<file path="src/rtl/mem_copy_master.sv">
// Memory-to-memory copy initiator: streams beat-aligned reads from a source region
// and writes the returned beats to a destination region, masking the final partial beat.
module mem_copy_master #(
    parameter int DATA_WIDTH      = 512,
    parameter int ADDR_WIDTH      = 64,
    parameter int MASK_WIDTH      = DATA_WIDTH / 8,
    parameter int ADDR_ALIGN_BITS = $clog2(MASK_WIDTH),
    parameter int LEN_WIDTH       = 32
) (
    input  logic                  clk,
    input  logic                  rst,
    input  logic                  cmd_valid,
    output logic                  cmd_ready,
    input  logic [ADDR_WIDTH-1:0] cmd_src_addr,
    input  logic [ADDR_WIDTH-1:0] cmd_dst_addr,
    input  logic [LEN_WIDTH-1:0]  cmd_len,
    output logic                  busy,
    output logic                  done,
    output logic                  err,
    output logic                  mem_rd_en,
    output logic [ADDR_WIDTH-1:0] mem_rd_addr,
    input  logic [DATA_WIDTH-1:0] mem_rd_data,
    input  logic                  mem_rd_data_vld,
    output logic [DATA_WIDTH-1:0] mem_wr_data,
    output logic [MASK_WIDTH-1:0] mem_wr_datastrb,
    output logic [ADDR_WIDTH-1:0] mem_wr_addr
);

    localparam int CNT_W = LEN_WIDTH + 1;
    localparam logic [ADDR_WIDTH-1:0] BEAT_BYTES = ADDR_WIDTH'(MASK_WIDTH);

    typedef enum logic [2:0] {
        IDLE,
        READ,
        DRAIN,
        FIN,
        ERR
    } state_t;

    state_t state_reg, state_next;

    logic [CNT_W-1:0]      n_beats_reg;
    logic [CNT_W-1:0]      rd_cnt_reg;
    logic [CNT_W-1:0]      wr_cnt_reg;
    logic [ADDR_WIDTH-1:0] rd_addr_reg;
    logic [ADDR_WIDTH-1:0] wr_beat_addr_reg;
    logic [MASK_WIDTH-1:0] last_strb_reg;
    logic                  rd_pending_reg;
    logic [DATA_WIDTH-1:0] wr_data_reg;
    logic [ADDR_WIDTH-1:0] wr_addr_reg;
    logic [MASK_WIDTH-1:0] wr_strb_reg;
    logic                  wr_last_reg;

    logic                       accept;
    logic                       misaligned;
    logic [CNT_W-1:0]           n_beats_cmd;
    logic [ADDR_ALIGN_BITS-1:0] len_rem;
    logic [MASK_WIDTH-1:0]      last_strb_cmd;
    logic                       wr_take;
    logic                       wr_is_last;

    assign accept      = cmd_valid && (state_reg == IDLE);
    assign misaligned  = (|cmd_src_addr[ADDR_ALIGN_BITS-1:0]) || (|cmd_dst_addr[ADDR_ALIGN_BITS-1:0]);
    // Widened by one bit so a maximum-length command cannot overflow the round-up.
    assign n_beats_cmd = ({1'b0, cmd_len} + CNT_W'(MASK_WIDTH - 1)) >> ADDR_ALIGN_BITS;
    assign len_rem     = cmd_len[ADDR_ALIGN_BITS-1:0];

    generate
        for (genvar gi = 0; gi < MASK_WIDTH; gi++) begin : g_last_strb
            assign last_strb_cmd[gi] = (len_rem == '0) || (ADDR_ALIGN_BITS'(gi) < len_rem);
        end
    endgenerate

    // Writes follow returned data, so a stray valid with no read in flight is dropped.
    assign wr_take    = mem_rd_data_vld && rd_pending_reg;
    assign wr_is_last = (wr_cnt_reg == n_beats_reg - CNT_W'(1));

    always_comb begin
        state_next  = state_reg;
        cmd_ready   = 1'b0;
        busy        = 1'b1;
        done        = 1'b0;
        err         = 1'b0;
        mem_rd_en   = 1'b0;
        mem_rd_addr = '0;
        case (state_reg)
            IDLE: begin
                cmd_ready = 1'b1;
                busy      = 1'b0;
                if (accept) begin
                    if (misaligned)
                        state_next = ERR;
                    else if (cmd_len == '0)
                        state_next = FIN;
                    else
                        state_next = READ;
                end
            end
            READ: begin
                mem_rd_en   = 1'b1;
                mem_rd_addr = rd_addr_reg;
                if (rd_cnt_reg == n_beats_reg - CNT_W'(1))
                    state_next = DRAIN;
            end
            DRAIN: begin
                if (wr_last_reg)
                    state_next = FIN;
            end
            FIN: begin
                done       = 1'b1;
                state_next = IDLE;
            end
            ERR: begin
                done       = 1'b1;
                err        = 1'b1;
                state_next = IDLE;
            end
            default: state_next = IDLE;
        endcase
    end

    always_ff @(posedge clk or posedge rst) begin
        if (rst) begin
            state_reg        <= IDLE;
            n_beats_reg      <= '0;
            rd_cnt_reg       <= '0;
            wr_cnt_reg       <= '0;
            rd_addr_reg      <= '0;
            wr_beat_addr_reg <= '0;
            last_strb_reg    <= '0;
            rd_pending_reg   <= 1'b0;
            wr_data_reg      <= '0;
            wr_addr_reg      <= '0;
            wr_strb_reg      <= '0;
            wr_last_reg      <= 1'b0;
        end else begin
            state_reg      <= state_next;
            rd_pending_reg <= (state_reg == READ);

            if (accept) begin
                n_beats_reg      <= n_beats_cmd;
                last_strb_reg    <= last_strb_cmd;
                rd_addr_reg      <= cmd_src_addr;
                wr_beat_addr_reg <= cmd_dst_addr;
                rd_cnt_reg       <= '0;
                wr_cnt_reg       <= '0;
            end

            if (state_reg == READ) begin
                rd_addr_reg <= rd_addr_reg + BEAT_BYTES;
                rd_cnt_reg  <= rd_cnt_reg + CNT_W'(1);
            end

            wr_strb_reg <= '0;
            wr_last_reg <= 1'b0;
            if (wr_take) begin
                wr_data_reg      <= mem_rd_data;
                wr_addr_reg      <= wr_beat_addr_reg;
                wr_strb_reg      <= wr_is_last ? last_strb_reg : '1;
                wr_last_reg      <= wr_is_last;
                wr_beat_addr_reg <= wr_beat_addr_reg + BEAT_BYTES;
                wr_cnt_reg       <= wr_cnt_reg + CNT_W'(1);
            end
        end
    end

    assign mem_wr_data     = wr_data_reg;
    assign mem_wr_addr     = wr_addr_reg;
    assign mem_wr_datastrb = wr_strb_reg;

endmodule

</file>
<file path="config.mk">
export PLATFORM = sky130hd
export DESIGN_NAME = mem_copy_master
export DESIGN_NICKNAME = d
export VERILOG_FILES = /design/src/rtl/mem_copy_master.sv
export SDC_FILE = /design/constraint.sdc
export NUM_CORES = 2
export LEC_CHECK = 0
export ABC_AREA = 1
export BUFFER_PORTS_ARGS = -buffer_cell sky130_fd_sc_hd__buf_2
export CORE_AREA = 2 2 540 542
export CTS_BUF_LIST = sky130_fd_sc_hd__clkbuf_8 sky130_fd_sc_hd__clkbuf_16
export CTS_CLUSTER_DIAMETER = 200
export DETAILED_ROUTE_END_ITERATION = 6
export DIE_AREA = 0 0 542 544
export GPL_TIMING_DRIVEN = 0
export RECOVER_POWER = 50
export SETUP_SLACK_MARGIN = 0.15
export SYNTH_ARGS = -nofsm -noshare
export SYNTH_HDL_FRONTEND = slang
export SYNTH_SLANG_ARGS = --single-unit
export TNS_END_PERCENT = 100
</file>
<file path="constraint.sdc">
create_clock -name clk -period 40.7 [get_ports clk]
set_clock_uncertainty 0.15 [all_clocks]
set_input_delay 6.105 -clock clk [delete_from_list [all_inputs] [get_ports clk]]
set_output_delay 6.105 -clock clk [all_outputs]
set_load 0.01 [all_outputs]
</file>
==> metrics.md <==
| Metric | Value |
|---|---|
| Delay of the slowest cell on the worst path | around 4.5 ns |
| Setup bufs post-CTS | 0 |
| Clock-pin slew on the worst setup and hold paths | approximately 0.060 ns |
| Utilization of the core after routing | 0.200 |
| Routed Antenna Nets | 0 |
| Cell depth of the worst hold path | 1 |
| Depth of the CTS H-tree | 3 |
| Layout cell share with drive strength beyond 1 | 0.178 |
| Maximum count of clock buffers along a single path | 4 |
| Number of standard-cell rows in the floorplan | 198 |
| Number of flip-flops under the largest register name | approximately 510 |
| Root buffer selected by CTS | sky130_fd_sc_hd__clkbuf_16 |
| Final Power | about 2.1 mW |
| Inst Count DP | 10600 |
| Initial cell density of the core | 0.147 |
| Setup repair after global routing missed its margin | no |
| TritonCTS clock tree | done |
| Ordered cell list for the critical path | buf_2 > clkinvlp_2 > clkbuf_1 > clkbuf_1 |
| Total die area | between 200000 and 300000 um2 |
| Share of the cycle needed by the critical path after routing | 0.443 |
| Proportion of netlist area held by the largest area contributor | 0.547 |
| Post-Synthesis Net Count | approximately 6100 |
| Element type at the critical path end | asynchronous set/reset pin |
| Violated checks | max-capacitance violations, max-slew violations |
| Clock period minus worst slack | between 15 and 20 ns |
| Met3 usage in global routing | 0.0567 |
| Power density over cell area | ~36 nW/um2 |
| Number of max-capacitance violations reported | 9 |
| Number of port buffers | between 1000 and 1500 |
| Gr ovfl total | 0 |
| Number of global-route vias before repair | ~42000 |
| Element type at the critical path start | input pin |
| Depth of the most critical reg-to-reg path | 9 |
| Clk Latency, worst-skew pair | 0.91 ns |
| Final Max Slew Viols | 826 |
| Final weighted congestion in routability-driven placement | ~0.98 |
| Avg Vias per Cell | between 4 and 5 |
| Largest fanout on the critical path | between 100 and 150 |
| Part of the Yosys area used for sequential elements | 0.547 |
| Count of flip-flops with a built-in enable after synthesis | 0 |
| Average size of a mapped cell | between 7 and 8 um2 |
| Worst-margin pin slew | 6.26 ns |
| Met1 demand-to-capacity share in global routing | 0.192 |
| Leakage Power | around 30 nW |
| Half-perimeter wire length after placement | 221000 um |
| X dimension of the die | ~540 um |
| Number of gates resized after cts | 0 |
| Cell repeated most along the worst path | sky130_fd_sc_hd__clkbuf_1 |
| Layout-stage area growth over the synthesis result | 35.9% |
| Cell types with the largest area share after synthesis | sky130_fd_sc_hd__dfrtp_1 55%, sky130_fd_sc_hd__nand2_1 20%, sky130_fd_sc_hd__nor2_1 3.8%, sky130_fd_sc_hd__inv_1 3.4%, sky130_fd_sc_hd__o21ai_0 2.9% |
| DR iter-0 viols | roughly 4300 |
| Cell variety after synth | 58 |
| FF+latch count, synth | 930 |
| Number of standard cells in the layout, taps in and fillers out | approximately 11000 |
| Critical path class | in -> async |
| Maximum number of pins on one net before global-route repair | between 100 and 150 |
| Crit path depth | 4 |
| Core ar. | 289000 um2 |
| Final WL | 265000 um |
| DRC viols | 0 |
| # clock sinks | just over 900 |
| Most used cells in the layout excluding fill and tap cells | 2309 x sky130_fd_sc_hd__nand2_1, 951 x sky130_fd_sc_hd__buf_2, 930 x sky130_fd_sc_hd__dfrtp_1, 645 x sky130_fd_sc_hd__clkbuf_1, 437 x sky130_fd_sc_hd__nor2_1 |
| Final number of setup-violating endpoints | 0 |
| Global-route wire length before repair | around 350000 um |
| Post-synthesis cell type with the largest combined area | sky130_fd_sc_hd__dfrtp_1 |
| Die Height | between 500 and 600 um |
| NumNets Final | between 7000 and 8000 |
| Critical path data required time | roughly 40 ns |
| Critical Path Slowest Stage Cell | sky130_fd_sc_hd__clkbuf_1 |
| I/O pin total | around 1400 |
| Synth Cell Area | 42500 um2 |
| Critical path buffers and inverters | 4 |
| Drt first pass iters | 6 |
| Met2 global-route usage | 0.287 |
| Warnings, synthesis | 0 |
| Final hold viol count | 0 |
| Status | finished with violations |
| Slew Limit Headroom | -3.18 |
| Crit-path leading delay family | buffers and inverters |
| Highest-utilization routing layer at the global route stage | met2 |
| Data arrival at the endpoint of the critical path | approximately 17 ns |
| Antenna violations before repair | 94 |
| Hold_buf cts | 0 |
| Post-synthesis instance total | 5378 |
| Inserted Clock Buffers | ~120 |
| Class of the tightest hold or removal check | reg -> reg |
| Mean routed wirelength per cell | about 25 um |
| Worst IR Drop VDD | a little under 0.03 mV |
| Most frequent standard cell in the layout excluding fill and tap cells | sky130_fd_sc_hd__nand2_1 |
| Most frequently used flop master after synthesis | sky130_fd_sc_hd__dfrtp_1 |
| Max Clock Freq | 0.0555 GHz |
| Share of flip-flops with an asynchronous set or reset | 1.00 |
| Aggregate global-route resource usage | 0.172 |
| Total number of vias | around 44000 |
cell usage after synthesis, drive strengths merged (28+ instances only):
master  number
nand2     2318
dfrtp      930
nor2       496
inv        394
o21ai      255
nand3      215
clkbuf     196
nor3        85
nand4       81
xor2        59
a21oi       56
nor4        45
buf         34
a31oi       28
final timing paths:
check	from	endpoint	slack (ns)
min	rd_addr_reg[63]	rd_addr_reg[63]	0.32
max in group clk	state_reg[2]	mem_rd_addr[49]	30.36
max reg2reg	state_reg[0]	wr_beat_addr_reg[29]	36.41
max	rst	mem_wr_data[39]	22.68
min in group asynchronous	rst	mem_wr_data[350]	6.31
min reg2reg	rd_addr_reg[63]	rd_addr_reg[63]	0.32
cells by family (layout without fill, tap and decap cells):
group | count (synthesis) | after routing | share of synthesized area
buffers and inverters | 628 | 2230 | 0.0569
and+or+nand+nor | 3268 | 3268 | 0.312
xor gates and xnor gates | 70 | 70 | 0.0157
adders and majority gates | 5 | 5 | 0.00147
muxes | 3 | 3 | 0.000706
other | 0 | 29 | 0
DFF | 930 | 930 | 0.547
AOI/OAI and AO/OA | 474 | 474 | 0.0663
per-stage QoR:
step / setup WS [ns] / instance area, um2 / hold WS (ns) / TNS [ns]
3_3_place_gp: -5.47 / 54200 / 0.302 / -4573.54
2_1_floorplan: 8.29 / 42500 / 0.280 / 0
6_report: 22.68 / 57800 / 0.321 / 0
4_1_cts: 30.20 / 58500 / 0.321 / 0
3_5_place_dp: 30.49 / 54500 / 0.307 / 0
5_1_grt: 20.17 / 57800 / 0.339 / 0
power breakdown:
part / switching [mW] / internal [mW]
clock: 0.470 / 0.629
combinational: 0.0562 / 0.0265
sequential: 0 / 0.925
total: 0.526 / 1.58
routing by layer:
metal  vias to the layer above  share of wire
met5                         -         0.0019
met2                      2321           0.48
li1                      20200              -
met4                        80          0.062
met3                       552          0.093
met1                     21400           0.37
cell type report:
cell class	count	area (um2)
fill	33000	232000
sequential	930	23300
multi-input combinational	3820	16800
timing repair buffer	1394	6490
tap	3800	4750
clock buffer	133	3140
inverter	398	1500
buffer	230	930
clock inverter	75	818
antenna	29	72.6
(Power assumes the default switching activity.)
